--- src/rtl/axis_egress_if.sv ---
// AXI4-Stream bundle shared by the upstream and downstream sides of the egress stage.
interface axis_egress_if #(
    parameter int unsigned DATA_WIDTH = 8,
    parameter int unsigned USER_WIDTH = 1
);
    logic [DATA_WIDTH-1:0] tdata;
    logic                  tvalid;
    logic                  tready;
    logic                  tlast;
    logic [USER_WIDTH-1:0] tuser;

    modport master (
        output tdata, tvalid, tlast, tuser,
        input  tready
    );

    modport slave (
        input  tdata, tvalid, tlast, tuser,
        output tready
    );
endinterface

--- src/rtl/axis_egress.sv ---
// Zero-latency AXIS egress pass-through with saturating statistics,
// frame tracking and a sticky stability (protocol) monitor.
module axis_egress #(
    parameter int unsigned DATA_WIDTH = 8,
    parameter int unsigned USER_WIDTH = 1,
    parameter int unsigned CNT_WIDTH  = 32
) (
    input  logic                 i_clk,
    input  logic                 i_rst,
    input  logic                 i_clr_stats,
    axis_egress_if.slave         s_axis,
    axis_egress_if.master        m_axis,
    output logic [CNT_WIDTH-1:0] o_beat_count,
    output logic [CNT_WIDTH-1:0] o_frame_count,
    output logic [CNT_WIDTH-1:0] o_err_count,
    output logic [CNT_WIDTH-1:0] o_stall_count,
    output logic                 o_proto_err,
    output logic                 o_in_frame
);

    typedef enum logic [0:0] {
        ST_IDLE  = 1'b0,
        ST_FRAME = 1'b1
    } state_t;

    state_t                r_state;
    state_t                w_state_nxt;
    logic                  w_m_tvalid;
    logic                  w_xfer;
    logic                  w_stall;
    logic                  w_frame_end;
    logic                  w_err_end;
    logic                  w_violation;
    logic                  r_pend;
    logic [DATA_WIDTH-1:0] r_data;
    logic                  r_last;
    logic [USER_WIDTH-1:0] r_user;
    logic [CNT_WIDTH-1:0]  r_beat_count;
    logic [CNT_WIDTH-1:0]  r_frame_count;
    logic [CNT_WIDTH-1:0]  r_err_count;
    logic [CNT_WIDTH-1:0]  r_stall_count;
    logic                  r_proto_err;

    function automatic logic [CNT_WIDTH-1:0] sat_inc(input logic [CNT_WIDTH-1:0] v,
                                                      input logic               en);
        return (en && (v != '1)) ? v + CNT_WIDTH'(1) : v;
    endfunction

    // Datapath: straight wires, reset only gates the handshake
    assign w_m_tvalid      = s_axis.tvalid & ~i_rst;
    assign m_axis.tvalid   = w_m_tvalid;
    assign m_axis.tdata    = s_axis.tdata;
    assign m_axis.tlast    = s_axis.tlast;
    assign m_axis.tuser    = s_axis.tuser;
    assign s_axis.tready   = m_axis.tready & ~i_rst;

    assign w_xfer      = w_m_tvalid & m_axis.tready;
    assign w_stall     = w_m_tvalid & ~m_axis.tready;
    assign w_frame_end = w_xfer & s_axis.tlast;
    assign w_err_end   = w_frame_end & s_axis.tuser[0];

    // A stalled beat must reappear unchanged on the very next cycle
    assign w_violation = r_pend & (~w_m_tvalid
                                   | (s_axis.tdata != r_data)
                                   | (s_axis.tlast != r_last)
                                   | (s_axis.tuser != r_user));

    always_ff @(posedge i_clk) begin
        if (i_rst || i_clr_stats) begin
            r_beat_count  <= '0;
            r_frame_count <= '0;
            r_err_count   <= '0;
            r_stall_count <= '0;
            r_proto_err   <= 1'b0;
        end else begin
            r_beat_count  <= sat_inc(r_beat_count, w_xfer);
            r_frame_count <= sat_inc(r_frame_count, w_frame_end);
            r_err_count   <= sat_inc(r_err_count, w_err_end);
            r_stall_count <= sat_inc(r_stall_count, w_stall);
            if (w_violation) begin
                r_proto_err <= 1'b1;
            end
        end
    end

    always_ff @(posedge i_clk) begin
        if (i_rst) begin
            r_pend <= 1'b0;
            r_data <= '0;
            r_last <= 1'b0;
            r_user <= '0;
        end else begin
            r_pend <= w_stall;
            r_data <= s_axis.tdata;
            r_last <= s_axis.tlast;
            r_user <= s_axis.tuser;
        end
    end

    always_ff @(posedge i_clk) begin
        if (i_rst) begin
            r_state <= ST_IDLE;
        end else begin
            r_state <= w_state_nxt;
        end
    end

    always_comb begin
        w_state_nxt = r_state;
        case (r_state)
            ST_IDLE:  if (w_xfer && !s_axis.tlast) w_state_nxt = ST_FRAME;
            ST_FRAME: if (w_frame_end)             w_state_nxt = ST_IDLE;
            default:  w_state_nxt = ST_IDLE;
        endcase
    end

    assign o_beat_count  = r_beat_count;
    assign o_frame_count = r_frame_count;
    assign o_err_count   = r_err_count;
    assign o_stall_count = r_stall_count;
    assign o_proto_err   = r_proto_err;
    assign o_in_frame    = (r_state == ST_FRAME);

endmodule

--- src/flat_wrapper.sv ---
// flat-port wrapper written by rule: the top's interface ports become plain ports
module axis_egress_flat 
#(
    parameter int unsigned DATA_WIDTH = 8,
    parameter int unsigned USER_WIDTH = 1,
    parameter int unsigned CNT_WIDTH  = 32
)
  (i_clk, i_rst, i_clr_stats, o_beat_count, o_frame_count, o_err_count, o_stall_count, o_proto_err, o_in_frame, s_axis_tdata, s_axis_tvalid, s_axis_tlast, s_axis_tuser, s_axis_tready, m_axis_tdata, m_axis_tvalid, m_axis_tlast, m_axis_tuser, m_axis_tready);
  axis_egress_if #(.DATA_WIDTH(DATA_WIDTH), .USER_WIDTH(USER_WIDTH)) s_axis_i ();
  axis_egress_if #(.DATA_WIDTH(DATA_WIDTH), .USER_WIDTH(USER_WIDTH)) m_axis_i ();
  input  logic i_clk;
  input  logic i_rst;
  input  logic i_clr_stats;
  output logic [CNT_WIDTH-1:0] o_beat_count;
  output logic [CNT_WIDTH-1:0] o_frame_count;
  output logic [CNT_WIDTH-1:0] o_err_count;
  output logic [CNT_WIDTH-1:0] o_stall_count;
  output logic o_proto_err;
  output logic o_in_frame;
  input wire logic [$bits(s_axis_i.tdata)-1:0] s_axis_tdata;
  input wire logic [$bits(s_axis_i.tvalid)-1:0] s_axis_tvalid;
  input wire logic [$bits(s_axis_i.tlast)-1:0] s_axis_tlast;
  input wire logic [$bits(s_axis_i.tuser)-1:0] s_axis_tuser;
  output wire logic [$bits(s_axis_i.tready)-1:0] s_axis_tready;
  output wire logic [$bits(m_axis_i.tdata)-1:0] m_axis_tdata;
  output wire logic [$bits(m_axis_i.tvalid)-1:0] m_axis_tvalid;
  output wire logic [$bits(m_axis_i.tlast)-1:0] m_axis_tlast;
  output wire logic [$bits(m_axis_i.tuser)-1:0] m_axis_tuser;
  input wire logic [$bits(m_axis_i.tready)-1:0] m_axis_tready;
  assign s_axis_i.tdata = s_axis_tdata;
  assign s_axis_i.tvalid = s_axis_tvalid;
  assign s_axis_i.tlast = s_axis_tlast;
  assign s_axis_i.tuser = s_axis_tuser;
  assign s_axis_tready = s_axis_i.tready;
  assign m_axis_tdata = m_axis_i.tdata;
  assign m_axis_tvalid = m_axis_i.tvalid;
  assign m_axis_tlast = m_axis_i.tlast;
  assign m_axis_tuser = m_axis_i.tuser;
  assign m_axis_i.tready = m_axis_tready;
  axis_egress #(.DATA_WIDTH(DATA_WIDTH), .USER_WIDTH(USER_WIDTH), .CNT_WIDTH(CNT_WIDTH)) u_core (.i_clk(i_clk), .i_rst(i_rst), .i_clr_stats(i_clr_stats), .s_axis(s_axis_i), .m_axis(m_axis_i), .o_beat_count(o_beat_count), .o_frame_count(o_frame_count), .o_err_count(o_err_count), .o_stall_count(o_stall_count), .o_proto_err(o_proto_err), .o_in_frame(o_in_frame));
endmodule
--- config.mk ---
export PLATFORM = sky130hd
export DESIGN_NAME = axis_egress_flat
export DESIGN_NICKNAME = d
export VERILOG_FILES = /design/src/rtl/axis_egress_if.sv /design/src/rtl/axis_egress.sv /design/src/flat_wrapper.sv
export SDC_FILE = /design/constraint.sdc
export NUM_CORES = 1
export LEC_CHECK = 0
export ABC_AREA = 0
export BUFFER_PORTS_ARGS = -buffer_cell sky130_fd_sc_hd__buf_2
export CAP_MARGIN = 0
export CORE_MARGIN = 5
export CORE_UTILIZATION = 55
export DETAILED_ROUTE_END_ITERATION = 10
export GPL_TIMING_DRIVEN = 0
export PLACE_DENSITY = 0.85
export SETUP_SLACK_MARGIN = 0.05
export SLEW_MARGIN = 20
export SYNTH_ARGS = -nofsm -noshare
export SYNTH_HDL_FRONTEND = slang
export SYNTH_SLANG_ARGS = --single-unit
--- constraint.sdc ---
create_clock -name i_clk -period 4.5 [get_ports i_clk]
set_input_delay 1.35 -clock i_clk [delete_from_list [all_inputs] [get_ports i_clk]]
set_output_delay 1.35 -clock i_clk [all_outputs]
set_load 0.01 [all_outputs]
==> run_results.csv <==
group,metric,value,unit
sta,tightestPinTransition,0.837,ns
clocking,cts.sinks,141,
sta,rsz0062_at_grt,"no",
setup_path,start_kind,"primary input",
die,die-area,0.0149,mm2
place,portBuffers,156,
cells_and_area,regArea,0.00282,mm2
logic_synthesis,yosysSeqAreaShare,0.408,
routing,drc_errors,0,
cells_and_area,mostFrequentLayoutCells,"buf_2, dfxtp_1, nand2_1, a21oi_1, or3_1",
clocking,cts_buffers,17,
setup_path,required,3.15,ns
clocking,clk_latency,0.43,ns
logic_synthesis,syn_area_per_cell,8.28,um2
die,rows,41,
power_and_ir_drop,power_switching,0.582,mW
run,cap_violations,0,
die,fp.coreArea,0.0125,mm2
logic_synthesis,synth_edf_count,0,
routing,dr_wl_met3,1.60,mm
grt,grt_max_degree,17,
logic_synthesis,synth_warnings,0,
logic_synthesis,netlist-cell-type-count,53,
sta,fin_crit,3.95,ns
die,die_y,122,um
sta,fin_worst_skew,0.00658,ns
clocking,cts_tree,"built",
setup_path,arrival,2.60,ns
power_and_ir_drop,switching_share,0.209,
clocking,cts_hold_buf,0,
routing,wl_met1,8.33,mm
worst_hold_path,min_path_type,"reg2reg",
routing,drt_wl_total,19.2,mm
clocking,path_clk_slew,0.06,ns
logic_synthesis,synth_top_area_share,0.408,
routing,ant_nets,0,
routing,top_layer_used,"met4",
setup_path,cp_max_fo,10,
sta,setup_viol,0,
power_and_ir_drop,combPwrFrac,0.034,
routing,vias_per_cell,6.00,
run_status,status,"finished, final reports clean",
die,die_w,122,um
cells_and_area,drive_above_1_share,0.209,
cells_and_area,syn2layout_area_growth,23.0,%
setup_path,worst_setup_path_end_kind,"primary output",
cells_and_area,final_area,0.00851,mm2
sta,setup_tns,0,ns
place,hpwl,13.7,mm
die,io-pin-count,157,
sta,hold_viol_final,0,
sta,min_period_over_period,0.878,
logic_synthesis,yosysTopAreaCell,"dfxtp_1",
place,gp_congestion,0.900,
setup_path,critPathKind,"in2out",
grt,grt_pass1_wl,30.5,mm
cells_and_area,nNetsFinal,1030,
power_and_ir_drop,vdd_drop_max,0.000262,V
clocking,cts_max_level,4,
die,start_util,0.555,
grt,grt.total_usage,0.254,
logic_synthesis,synth.area.top_cells,"dfxtp_1, a21oi_1, or3_1",
sta,slew_violations,0,
cells_and_area,multi_input_area,0.00380,mm2
clocking,cts.path.max_buffers,2,
clocking,ctsResizeCount,0,
grt,antenna_found_initial,0,
power_and_ir_drop,pwr-share-seq,0.453,
place,place_area,0.00792,mm2
grt,grt_overflow,0,
logic_synthesis,yosys_register_bits,141,
routing,num_vias,7172,
routing,dr_wl_met2,8.82,mm
grt,grt_pass1_vias,6342,
logic_synthesis,synth_ff_type,"dfxtp_1",
sta,whs,0.492,ns
routing,firstDrtPassIters,6,
sta,fmax,253,MHz
cells_and_area,fillCellCount,1058,
routing,wl_per_cell,16.1,um
logic_synthesis,netlist_area,0.00692,mm2
cells_and_area,n_antenna_cell,0,
clocking,root_buffer,"clkbuf_16",
logic_synthesis,syn_inst,836,
power_and_ir_drop,power.internal,2.20,mW
power_and_ir_drop,p_clk_frac,0.514,
clocking,post-cts-setup-buffers,0,
power_and_ir_drop,leakage,3.07,nW
sta,slew_headroom,0.438,
power_and_ir_drop,power_density,327,mW/mm2
logic_synthesis,async_flop_share,0,
logic_synthesis,synth_nets,855,
cells_and_area,layout_commonest_cell,"buf_2",
routing,drt_iter0_drc,671,
[cell type report]
type,instances,share of cell area
Multi-Input combinational cell,629,0.446
Sequential cell,141,0.332
Timing Repair Buffer,156,0.0917
Clock buffer,25,0.0570
Buffer,49,0.0278
Tap cell,172,0.0253
Clock inverter,7,0.0129
Inverter,17,0.00749
[worst paths after layout]
check                                               to                             startpoint  cells after the start  slack [ns]
setup / recovery                         s_axis_tready                                  i_rst                      5        0.55
hold / removal         u_core.o_proto_err$_SDFFE_PP0P_               u_core.r_pend$_SDFF_PP0_                      2        0.49
setup reg to reg  u_core.o_stall_count[5]$_SDFFE_PP0P_  u_core.o_stall_count[17]$_SDFFE_PP0P_                      7        1.69
hold reg to reg        u_core.o_proto_err$_SDFFE_PP0P_               u_core.r_pend$_SDFF_PP0_                      2        0.49
[flip-flops by register name (all words and copies together) (netlist names), named ones only]
register,cells
u_core.o_frame_count,32
u_core.o_proto_err,1
u_core.r_pend,1
u_core.o_err_count,32
u_core.r_user,1
u_core.o_beat_count,32
u_core.r_data,8
u_core.r_last,1
u_core.o_stall_count,32
[stage by stage]
stage	util	power (mW)	setup WS, ns	cells
6_report	0.683	2.78	0.547	1196
3_5_place_dp	0.635	1.38	0.505	1164
4_1_cts	0.683	2.79	0.497	1196
3_3_place_gp	0.635	1.38	0.531	1164
5_1_grt	0.683	2.86	0.440	1196
2_1_floorplan	-	1.34	1.17	836
[Yosys cell counts (3+ instances only)]
master	instances
a211oi_1	4
a21oi_1	80
a31oi_1	3
and2_1	8
and3_1	10
and4_1	14
buf_2	6
buf_4	12
clkbuf_1	30
dfxtp_1	141
ha_1	4
inv_1	17
mux2i_1	6
nand2_1	80
nand3_1	42
nand4_1	39
nor2_1	38
nor2b_1	12
nor3_1	12
nor4_1	11
nor4_2	3
o211ai_1	18
o21ai_0	60
o31a_1	3
o31ai_1	22
or2_2	3
or3_1	61
or4_1	38
xnor2_1	27
xor2_1	6
[power by group through the flow]
stage	clock network [mW]	registers (mW)	logic [mW]
floorplan	0	1.29	0.0535
global placement	0	1.29	0.0925
detailed placement	0	1.29	0.0942
CTS	1.44	1.26	0.0948
global route	1.50	1.26	0.103
finish	1.43	1.26	0.0941
[kinds of logic after synthesis]
| group | count (synthesis) | synth area share |
|---|---|---|
| flip-flops | 141 | 0.408 |
| AND/OR/NAND/NOR | 383 | 0.315 |
| adder cells (fa/ha/maj) | 4 | 0.00723 |
| AO/OA/AOI/OAI | 203 | 0.176 |
| multiplexers | 6 | 0.00868 |
| buffers and inverters | 66 | 0.0434 |
| XOR/XNOR | 33 | 0.0417 |
[routing by layer]
metal | vias to the layer above | track usage
met5 | - | 0
met4 | 0 | 0.111
met3 | 52 | 0.0687
met2 | 314 | 0.400
met1 | 3304 | 0.328
li1 | 3502 | -
[worst max-delay path: stages]
cell and delay [ns]:
buf_2 0.13, buf_1 0.39, clkbuf_1 0.47, nor2b_1 0.10
buf_2 0.16
(Power assumes the default switching activity.)
